## config.mk

```make
export PLATFORM = sky130hd
export DESIGN_NAME = dmem_arbiter
export DESIGN_NICKNAME = d
export VERILOG_FILES = /design/src/rtl/dmem_arbiter.sv
export SDC_FILE = /design/constraint.sdc
export NUM_CORES = 1
export LEC_CHECK = 0
export CORE_MARGIN = 2
export CORE_UTILIZATION = 40
export CTS_BUF_LIST = sky130_fd_sc_hd__clkbuf_8 sky130_fd_sc_hd__clkbuf_16
export CTS_CLUSTER_DIAMETER = 100
export DETAILED_ROUTE_END_ITERATION = 7
export GPL_TIMING_DRIVEN = 0
export HOLD_SLACK_MARGIN = 0.12
export PLACE_DENSITY = 0.79
export SLEW_MARGIN = 20
export SYNTH_ARGS = -nofsm -noshare
export SYNTH_HDL_FRONTEND = slang
export SYNTH_SLANG_ARGS = --single-unit
```

## constraint.sdc

```tcl
create_clock -name i_clk -period 1.84 [get_ports i_clk]
set_input_delay 0.368 -clock i_clk [delete_from_list [all_inputs] [get_ports i_clk]]
set_output_delay 0.368 -clock i_clk [all_outputs]
set_load 0.02 [all_outputs]
```

## src/rtl/dmem_arbiter.sv

```systemverilog
// ---------------------------------------------------------------------------
// dmem_arbiter
//   Two requesters share one single-port, word-addressed data memory.
//   Port 0 is the CPU load/store path and port 1 is the debug/loader port.
//   When both ports request at once, the grant alternates between them.
//   Only one access is in flight at a time, and every output is registered.
//
// Ports
//   i_clk, i_rst_n          rising-edge clock, async active-low reset
//   i_mN_req/we/addr/wdata  request from port N (held stable until o_mN_ack)
//   o_mN_ack                one-cycle completion pulse for port N
//   o_mN_err                address was out of range (valid with ack)
//   o_mN_rdata              read result (valid with ack, held until next ack)
//   o_mem_address           word address to the memory
//   o_write_data            write data to the memory
//   o_sig_mem_read          memory read strobe
//   o_sig_mem_write         memory write strobe
//   i_read_data             memory read data, combinational from address
//
// state  | meaning
// -------+------------------------------------------------------------------
// IDLE   | waiting for a request; picks the winner and launches the access
// ACCESS | strobe is on the memory bus (or suppressed for a bad address)
// DONE   | ack pulse to the winner; read data / error flag presented
// ---------------------------------------------------------------------------
module dmem_arbiter #(
    parameter int DEPTH = 256,
    parameter int AW    = 32
) (
    input  logic          i_clk,
    input  logic          i_rst_n,

    input  logic          i_m0_req,
    input  logic          i_m0_we,
    input  logic [AW-1:0] i_m0_addr,
    input  logic [31:0]   i_m0_wdata,
    output logic          o_m0_ack,
    output logic          o_m0_err,
    output logic [31:0]   o_m0_rdata,

    input  logic          i_m1_req,
    input  logic          i_m1_we,
    input  logic [AW-1:0] i_m1_addr,
    input  logic [31:0]   i_m1_wdata,
    output logic          o_m1_ack,
    output logic          o_m1_err,
    output logic [31:0]   o_m1_rdata,

    output logic [AW-1:0] o_mem_address,
    output logic [31:0]   o_write_data,
    output logic          o_sig_mem_read,
    output logic          o_sig_mem_write,
    input  logic [31:0]   i_read_data
);

    localparam logic [1:0] S_IDLE   = 2'd0;
    localparam logic [1:0] S_ACCESS = 2'd1;
    localparam logic [1:0] S_DONE   = 2'd2;

    localparam logic [AW-1:0] DEPTH_A = AW'(DEPTH);

    logic [1:0]    r_state;
    logic          r_last_grant;
    logic          r_sel;
    logic          r_we;
    logic          r_oor;

    logic [AW-1:0] r_mem_address;
    logic [31:0]   r_write_data;
    logic          r_sig_mem_read;
    logic          r_sig_mem_write;

    logic          r_m0_ack;
    logic          r_m0_err;
    logic [31:0]   r_m0_rdata;
    logic          r_m1_ack;
    logic          r_m1_err;
    logic [31:0]   r_m1_rdata;

    logic          w_any_req;
    logic          w_sel;
    logic          w_we;
    logic [AW-1:0] w_addr;
    logic [31:0]   w_wdata;
    logic          w_in_range;
    logic          w_launch;
    logic          w_finish;
    logic [31:0]   w_resp_rdata;

    // Winner selection. A lone requester always wins. On a tie, the port that
    // was not granted last time wins. Reset leaves last_grant at 1, so port 0
    // wins the first tie.
    always_comb begin
        w_sel = 1'b0;
        if (i_m0_req && i_m1_req) begin
            w_sel = ~r_last_grant;
        end else if (i_m1_req) begin
            w_sel = 1'b1;
        end
    end

    assign w_any_req  = i_m0_req | i_m1_req;
    assign w_we       = w_sel ? i_m1_we    : i_m0_we;
    assign w_addr     = w_sel ? i_m1_addr  : i_m0_addr;
    assign w_wdata    = w_sel ? i_m1_wdata : i_m0_wdata;
    assign w_in_range = (w_addr < DEPTH_A);

    assign w_launch = (r_state == S_IDLE) && w_any_req;
    assign w_finish = (r_state == S_ACCESS);

    // The response data is sampled on the ACCESS->DONE edge. The memory is
    // still being read through i_read_data at that point. Writes and rejected
    // addresses return zero.
    assign w_resp_rdata = (!r_we && !r_oor) ? i_read_data : 32'h0;

    // Control state. The winner's fields are captured directly into the
    // memory-side registers below, so only sel/we/oor are kept here.
    always_ff @(posedge i_clk or negedge i_rst_n) begin
        if (!i_rst_n) begin
            r_state      <= S_IDLE;
            r_last_grant <= 1'b1;
            r_sel        <= 1'b0;
            r_we         <= 1'b0;
            r_oor        <= 1'b0;
        end else begin
            case (r_state)
                S_IDLE: begin
                    if (w_any_req) begin
                        r_sel        <= w_sel;
                        r_we         <= w_we;
                        r_oor        <= ~w_in_range;
                        r_last_grant <= w_sel;
                        r_state      <= S_ACCESS;
                    end
                end
                S_ACCESS: r_state <= S_DONE;
                S_DONE:   r_state <= S_IDLE;
                default:  r_state <= S_IDLE;
            endcase
        end
    end

    // Memory-side registers. The strobe is raised on the launch edge, so it is
    // visible for exactly the ACCESS cycle. The address and write data hold
    // afterwards. A bad address leaves the bus untouched.
    always_ff @(posedge i_clk or negedge i_rst_n) begin
        if (!i_rst_n) begin
            r_mem_address   <= '0;
            r_write_data    <= 32'h0;
            r_sig_mem_read  <= 1'b0;
            r_sig_mem_write <= 1'b0;
        end else begin
            r_sig_mem_read  <= 1'b0;
            r_sig_mem_write <= 1'b0;
            if (w_launch && w_in_range) begin
                r_mem_address   <= w_addr;
                r_sig_mem_read  <= ~w_we;
                r_sig_mem_write <= w_we;
                if (w_we) begin
                    r_write_data <= w_wdata;
                end
            end
        end
    end

    // Port 0 response. The ack is a single pulse.
    // err and rdata hold until the next ack on this port.
    always_ff @(posedge i_clk or negedge i_rst_n) begin
        if (!i_rst_n) begin
            r_m0_ack   <= 1'b0;
            r_m0_err   <= 1'b0;
            r_m0_rdata <= 32'h0;
        end else begin
            r_m0_ack <= 1'b0;
            if (w_finish && !r_sel) begin
                r_m0_ack   <= 1'b1;
                r_m0_err   <= r_oor;
                r_m0_rdata <= w_resp_rdata;
            end
        end
    end

    // Port 1 response, mirror of port 0.
    always_ff @(posedge i_clk or negedge i_rst_n) begin
        if (!i_rst_n) begin
            r_m1_ack   <= 1'b0;
            r_m1_err   <= 1'b0;
            r_m1_rdata <= 32'h0;
        end else begin
            r_m1_ack <= 1'b0;
            if (w_finish && r_sel) begin
                r_m1_ack   <= 1'b1;
                r_m1_err   <= r_oor;
                r_m1_rdata <= w_resp_rdata;
            end
        end
    end

    assign o_mem_address   = r_mem_address;
    assign o_write_data    = r_write_data;
    assign o_sig_mem_read  = r_sig_mem_read;
    assign o_sig_mem_write = r_sig_mem_write;

    assign o_m0_ack   = r_m0_ack;
    assign o_m0_err   = r_m0_err;
    assign o_m0_rdata = r_m0_rdata;
    assign o_m1_ack   = r_m1_ack;
    assign o_m1_err   = r_m1_err;
    assign o_m1_rdata = r_m1_rdata;

endmodule

```

==> impl_metrics.ini, run 1 <==
[global_route]
grt_max_degree = 85
overflow = 0
grt.total_usage_pct = 26.6
grt_pass1_wl_mm = 30.4
first_global_vias = 5717
antenna_found_initial = 0

[logic_synthesis]
yosys.cell_types.count = 29
synth_nets = 743
synth_area_leaders = dfrtp_1 61%, nand2_1 12%, a41oi_1 6.1%
seq_area_frac_synth_pct = 61.4
synth_cells = 577
ys_ff_latch = 140
yosysTopAreaCellShare_pct = 61.0
synth.avg_cell_area_um2 = 9.89
ys_warn_count = 0
synth_top_area_cell = dfrtp_1
syn_area_um2 = 5710

[critical_path]
cp_max_fo = 6
arrival_ps = 2300
required_ps = 2170
crit_type = reg2reg
critPathLaunchType = flop
endpoint_kind = flop
r2r_slack_ps = -130

[floorplanning]
initial_utilization_pct = 41.0
pin_count = 300
rows = 43
dieArea_um2 = 15200
die_y_um = 123
core_region_area_um2 = 13900
die_w_um = 123

[drt]
wl_met2_mm = 10.8
vias = 5777
wl_mm = 20.9
maxUsedRoutingLayer = met4
remaining_drc_errors = 0
wl_met1_mm = 7.86
drt_first_pass_iters = 5
drt_iter0_drc = 297
routed_via_density = 5.15
ant_nets = 0
wl_met3_mm = 1.78
wl_per_cell_um = 18.7

[timing]
slew_headroom_pct = 66.3
period_share_pct = 107
setup_ws_ps = -129
final_hold_viol_count = 0
fmax_ghz = 0.508
whs_ps = 384
setup_viol = 59
drv_slew = 0
period_minus_slack_ps = 1970
clock_skew_ps = 8.87
rsz0062_at_grt = yes
worst_pin_slew_ps = 505

[layout]
area_delta_synth_final_pct = 84.1
drive_gt1_share_pct = 18.2
diodes = 0
layout_common_cells = 291 x clkdlybuf4s50_1, 179 x nand2_1, 139 x dfrtp_1
layout_commonest_cell = clkdlybuf4s50_1
nets = 1096

[placed_design]
finalWeightedCongestion = 0.811
io_buffers = 299
dp_hpwl_mm = 14.2

[cts]
cts_tree = yes
cts_buffers = 17
cts_root_buf = clkbuf_16
clk_latency_ps = 420
clock_path_buffers = 2
h-tree-depth = 4
clk_pin_slew_ps = 60
cts_sinks = 140

[power_and_ir_drop]
p_per_area_nw_per_um2 = 828
power.leakage_uw = 0.00448
power_uw = 8700
peakVddDrop_mv = 0.591

[worst_hold_path]
hold_class = in2reg

[run_status]
violations = negative setup slack
status = complete, but fails checks

[flow_run]
cap_violations = 0
==> cells in the mapped netlist (all sizes together) <==
library cell and number:
nand2 181, dfrtp 139, o21ai 65, a21oi 42, a41oi 40, clkbuf 25
and2 24, buf 20, nor4 8, nor3 6, nor2 5, inv 4
nand4 4, a31oi 2, mux2 2, o21a 2, a21bo 1, a21boi 1
a22o 1, dfstp 1, mux2i 1, nand2b 1, nor2b 1, o22ai 1
==> critical path: stages (launching register included) <==
cell and delay (ps):
dfstp_2 560, a21bo_1 130, buf_6 110, nand4_1 170
a21oi_2 250, buf_6 150, buf_12 130, buf_8 130
a21oi_4 60, a41oi_2 190
==> layout make-up <==
| class | instances | area, um^2 |
|---|---|---|
| plain buffers | 45 | 354 |
| clock buffers | 21 | 480 |
| clock inverters | 10 | 163 |
| fillers | 948 | 3430 |
| inverters | 4 | 15.0 |
| multi-input cells | 389 | 2330 |
| flip-flops and latches | 140 | 3500 |
| well taps | 180 | 225 |
| repair buffers | 333 | 3430 |
==> repair_timing <==
action                                  4_1_cts  5_1_grt
gates cloned                                  7        4
hold endpoints to repair                     56        0
setup buffers                                19        4
gates resized for setup                      89       67
hold buffers                                  1        0
endpoints found under the setup margin       67      122
pin swaps                                    23        7
==> power breakdown <==
group / total, uW / internal (uW) / switching, uW
Combinational: 1700 / 714 / 982
Clock: 3720 / 2400 / 1310
Sequential: 3290 / 3220 / 71.3
Total: 8700 / 6340 / 2370
==> worst paths after layout <==
check                                         start                            to  cells past startpoint
min                                        i_m0_req      r_last_grant$_DFFE_PN1P_                      2
min reg2reg                  r_state[1]$_DFFE_PN0P_        r_state[1]$_DFFE_PN0P_                      1
max in group asynchronous                   i_rst_n      r_last_grant$_DFFE_PN1P_                      3
min in group asynchronous                   i_rst_n            o_m0_ack$_DFF_PN0_                      2
max                        r_last_grant$_DFFE_PN1P_  o_write_data[23]$_DFFE_PN0P_                      9
max reg2reg                r_last_grant$_DFFE_PN1P_  o_write_data[23]$_DFFE_PN0P_                      9
==> logic make-up (layout without fill, tap and decap cells) <==
group | Yosys count | count (layout) | share of synthesized area, %
mux | 3 | 3 | 0.789
compound gates | 155 | 155 | 16.8
buf+inv | 49 | 413 | 4.10
simple gates | 230 | 231 | 16.9
flops | 140 | 140 | 61.4
==> layer usage <==
metal | vias up | track usage, %
met3 | 33 | 8.44
met4 | 0 | 10.2
met2 | 247 | 45.8
li1 | 2696 | -
met5 | - | 0
met1 | 2801 | 30.8
==> state kept, by name (all words and copies together) (netlist names), 2 cells and up <==
name and count:
o_write_data 32, o_m1_rdata 32, o_mem_address 32, r_state 2, o_m0_rdata 32
==> stage by stage <==
step	cell area [um^2]	setup TNS, ps	worst slack (ps)	instances	util [%]
floorplan	5710	0	179	577	-
global placement	8920	-775630	-5210	1056	64.0
detailed placement	8960	-50620	-855	1057	64.3
CTS	10200	-895	-32.3	1115	73.1
global route	10500	-7710	-189	1122	75.4
finish	10500	-3510	-129	1122	75.4
Power figures use the tool's default switching activity.
==> inputs of run 2 (changes only) <==
Settings changed: CORE_ASPECT_RATIO from default to 0.75.
==> run 2 against run 1 <==
Effect of this change: the flow still finishes with violations (negative setup slack); register-to-register slack improved by 99 ps; design area decreased by 0.35%; count of clock-buffer cells in the layout decreased by 3; largest power group unchanged; sequential cell count unchanged; maximum frequency increased by 2.7%; non-clock buffer count decreased by 12; die area about the same; clock skew increased by 5.6 ps; sequential power about the same; critical endpoint is now o_mem_address[4]$_DFFE_PN0P_; wire length increased by 0.34%.
==> impl_metrics.ini, run 2 (synthesis results as in run 1) <==
[critical_path]
crit_type = in2reg
critPathLaunchType = input pin
cp_max_fo = 8
arrival_ps = 2230
endpoint_kind = flop
required_ps = 2150

[cts]
cts_root_buf = clkbuf_16
clk_pin_slew_ps = 70
h-tree-depth = 4
cts_buffers = 17
clock_path_buffers = 2
cts_tree = yes
clk_latency_ps = 410
cts_sinks = 140

[drt]
remaining_drc_errors = 0
ant_nets = 0
vias = 5798
wl_per_cell_um = 19.0
drt_first_pass_iters = 5
drt_iter0_drc = 253
routed_via_density = 5.24
wl_mm = 21.0

[layout]
nets = 1083
final_util_pct = 75.6
fin_cells = 1107
layout_common_cells = 277 x clkdlybuf4s50_1, 180 x nand2_1, 139 x dfrtp_1
drive_gt1_share_pct = 17.8
multi_input_area_um2 = 2440
area.sequential_um2 = 3500
nFillCells = 966
layout_commonest_cell = clkdlybuf4s50_1
area_delta_synth_final_pct = 83.4

[global_route]
first_global_vias = 5825
overflow = 0
grt.total_usage_pct = 25.6
grt_max_degree = 73
antenna_found_initial = 2
grt_pass1_wl_mm = 30.4

[power_and_ir_drop]
switching_share_pct = 31.0
power.switching_uw = 2590
peakVddDrop_mv = 0.738
p_comb_share_pct = 20.2
p_per_area_nw_per_um2 = 796
p_int_uw = 5750
power.leakage_uw = 0.00453
pwr-share-clk_pct = 40.4
pwr-share-seq_pct = 39.4
power_uw = 8340

[placed_design]
dp_slack_ps = -722
dp_hpwl_mm = 14.3
finalWeightedCongestion = 0.844
io_buffers = 299
place_inst = 1052

[timing]
drv_slew = 0
rsz0062_at_grt = yes
period_share_pct = 104
fmax_ghz = 0.522
setup_ws_ps = -77.5
slew_headroom_pct = 61.2
clock_skew_ps = 14.5
whs_ps = 303
worst_pin_slew_ps = 582
period_minus_slack_ps = 1920
final_hold_viol_count = 0
setup_viol = 35

[worst_hold_path]
hold_class = in2reg

[floorplanning]
dieArea_um2 = 15200
core_region_area_um2 = 13800
pin_count = 300
die_y_um = 107
die_w_um = 142
rows = 37
initial_utilization_pct = 41.2

[run_status]
violations = negative setup slack
status = complete, but fails checks

[flow_run]
cap_violations = 0
==> run 2: changes by cell type in the layout (fill, tap and decap cells not counted), moves of 5 or more <==
| cell | change |
|---|---|
| inv_6 | +5 |
| a21oi_1 | -9 |
| inv_8 | +5 |
| clkdlybuf4s50_1 | -14 |
| dlymetal6s2s_1 | +15 |
| and2_4 | -19 |
| a21oi_4 | +6 |
| a41oi_1 | -10 |
| and2_1 | +19 |
| buf_4 | -9 |
| a41oi_2 | +10 |
==> run 2: metal layers <==
layer  GRT usage (%)  vias up  part of all wire, %
met5               0        -                    0
met4            8.21        0                  2.2
met3            8.10       39                  7.9
met2            43.3      261                   50
met1            31.3     2819                   40
li1                -     2679                    -
==> run 2: per-stage QoR <==
| stage | TNS (ps) | area (um^2) |
|---|---|---|
| final | -580 | 10500 |
| after global routing | -2840 | 10500 |
| after CTS | 0 | 9690 |
| after detailed placement | -43410 | 8950 |
| after global placement | -753320 | 8920 |
| after floorplan | 0 | 5710 |
==> run 2: power by group through the flow <==
stage                     Sequential [uW]  Combinational (uW)  Clock [uW]
final                                3280                1690        3370
after global routing                 3300                1830        3530
after CTS                            3280                1600        3410
after detailed placement             3350                1540           0
after global placement               3350                1520           0
after floorplan                      3440                 604           0
==> run 2: worst max-delay path, stage by stage <==
cell             delay [ps]
clkdlybuf4s50_1         430
nor4_2                  330
nand4_1                 220
a21oi_4                 280
buf_12                  180
clkbuf_16               160
a21oi_4                  50
a41oi_2                 200
==> run 2: repair_timing <==
| item | in CTS | in global routing |
|---|---|---|
| hold buffers | 1 | 0 |
| endpoints found under the hold margin | 70 | 0 |
| endpoints found under the setup margin | 67 | 101 |
| buffers inserted | 7 | 5 |
| gates cloned | 1 | 7 |
| pin swaps | 4 | 13 |
| resized for setup | 27 | 142 |
==> run 2: cell type report <==
type,instances,area share [%]
inverters,4,0.143
plain buffers,45,3.36
well taps,175,2.09
clock buffers,18,4.20
flip-flops and latches,140,33.5
diodes,2,0.0478
clock inverters,14,1.35
multi-input cells,388,23.3
repair buffers,321,32.0
==> run 2: final timing paths <==
path / startpoint / end / slack (ps) / cells after the start
setup / recovery: i_m1_addr[23] / o_mem_address[4]$_DFFE_PN0P_ / -80 / 8
hold / removal: i_m1_req / r_last_grant$_DFFE_PN1P_ / 300 / 3
setup reg to reg: r_last_grant$_DFFE_PN1P_ / o_mem_address[4]$_DFFE_PN0P_ / -30 / 8
hold reg to reg: r_state[1]$_DFFE_PN0P_ / r_state[1]$_DFFE_PN0P_ / 460 / 1
max in group asynchronous: i_rst_n / r_we$_DFFE_PN0P_ / 610 / 3
min in group asynchronous: i_rst_n / o_m0_rdata[19]$_DFFE_PN0P_ / 500 / 2
==> inputs of run 3 (changes only) <==
Settings changed: CORE_MARGIN 2 to default.
==> run 3 against run 2 <==
Effect of this change: the run still ends with negative setup slack left; final cell count is essentially flat; die area shrank 3.2%; power grew 1.8%; sequential power is essentially flat; global-route usage grew 0.93 points; critical endpoint is now o_write_data[31]$_DFFE_PN0P_.
==> impl_metrics.ini, run 3 (synthesis results as in run 1) <==
[drt]
drt_first_pass_iters = 4
ant_nets = 0
wl_per_cell_um = 18.2
remaining_drc_errors = 0
wl_mm = 20.1
vias = 5743
drt_iter0_drc = 351
routed_via_density = 5.18

[layout]
final_util_pct = 75.3
diodes = 0
design_area_um2 = 10400
nets = 1086
area_delta_synth_final_pct = 82.6
layout_commonest_cell = clkdlybuf4s50_1
drive_gt1_share_pct = 17.4
nFillCells = 959
layout_common_cells = 289 x clkdlybuf4s50_1, 179 x nand2_1, 139 x dfrtp_1

[floorplanning]
die_y_um = 105
dieArea_um2 = 14800
initial_utilization_pct = 41.2
rows = 37
die_w_um = 140
core_region_area_um2 = 13800
pin_count = 300

[timing]
drv_slew = 0
period_minus_slack_ps = 1950
rsz0062_at_grt = yes
period_share_pct = 106
fmax_ghz = 0.513
setup_ws_ps = -108
final_hold_viol_count = 0
timing.setup.tns_ps = -2120
clock_skew_ps = 11.9
slew_headroom_pct = 66.6
setup_viol = 57
worst_pin_slew_ps = 501

[placed_design]
io_buffers = 299
place_area_um2 = 8950
dp_hpwl_mm = 13.9
finalWeightedCongestion = 0.814

[power_and_ir_drop]
power.leakage_uw = 0.00439
peakVddDrop_mv = 0.672
p_per_area_nw_per_um2 = 815

[critical_path]
required_ps = 2170
critPathLaunchType = flop
cp_max_fo = 8
crit_type = reg2reg
reg2regPathDepth = 8
arrival_ps = 2270
endpoint_kind = flop

[cts]
cts_buffers = 17
clock_path_buffers = 2
clk_latency_ps = 420
clk_pin_slew_ps = 60
cts_tree = yes
cts_sinks = 140
h-tree-depth = 4
cts_root_buf = clkbuf_16

[run_status]
violations = negative setup slack
status = complete, but fails checks

[global_route]
antenna_found_initial = 0
grt_pass1_wl_mm = 30.2
first_global_vias = 5780
grt_max_degree = 80
grt.total_usage_pct = 26.5
overflow = 0

[flow_run]
cap_violations = 0

[worst_hold_path]
hold_class = in2reg
whs_path_depth = 2
-- run 3: cell type report --
type                    instances  area [um^2]  share of cell area (%)
clock buffers                  17          425                    4.08
inverters                       4         15.0                   0.144
well taps                     175          219                    2.10
multi-input cells             388         2400                    23.0
plain buffers                  44          339                    3.25
clock inverters                15          183                    1.75
repair buffers                325         3330                    32.0
flip-flops and latches        140         3500                    33.6
-- run 3: routing by layer --
metal	vias to the layer above	global-route usage [%]	routed length, um
met5	-	0	0
met2	241	45.1	10100
met4	0	7.38	310
li1	2686	-	-
met3	24	7.81	1380
met1	2792	32.7	8310
-- run 3: repair_timing --
action | CTS | global route
setup endpoints to repair | 67 | 125
buffers inserted | 12 | 3
cloned | 1 | 8
endpoints found under the hold margin | 61 | 0
resized for setup | 32 | 126
pin swaps | 8 | 9
hold buffers | 1 | 0
-- run 3: critical path: stages (launching register included) --
cell       delay, ps
dfstp_2          370
buf_6            120
a21boi_4         210
nand4_1          250
a21oi_4          300
buf_8            200
clkbuf_16        170
a21oi_4           50
a41oi_2          180
-- run 3: metrics by stage --
stage / hold slack [ps] / worst slack (ps) / power (uW) / instances
finish: 375 / -108 / 8490 / 1108
global route: 380 / -135 / 8850 / 1108
CTS: 370 / -2.35 / 8430 / 1098
detailed placement: 331 / -927 / 4880 / 1052
global placement: 447 / -5060 / 4860 / 1051
floorplan: 72.4 / 179 / 4040 / 577
-- run 3: power breakdown --
| group | switching (uW) | total, uW | internal (uW) |
|---|---|---|---|
| registers | 66.0 | 3280 | 3220 |
| clock network | 1470 | 3520 | 2050 |
| logic | 981 | 1690 | 708 |
| total | 2510 | 8490 | 5980 |
-- run 3: final timing paths --
path / from / to / slack (ps)
worst min register to register: r_state[1]$_DFFE_PN0P_ / r_state[1]$_DFFE_PN0P_ / 450
worst max-delay path: r_last_grant$_DFFE_PN1P_ / o_write_data[31]$_DFFE_PN0P_ / -110
max in group asynchronous: i_rst_n / r_last_grant$_DFFE_PN1P_ / 600
min in group asynchronous: i_rst_n / o_m0_rdata[14]$_DFFE_PN0P_ / 480
worst max register to register: r_last_grant$_DFFE_PN1P_ / o_write_data[31]$_DFFE_PN0P_ / -110
worst min-delay path: i_m0_req / r_last_grant$_DFFE_PN1P_ / 380
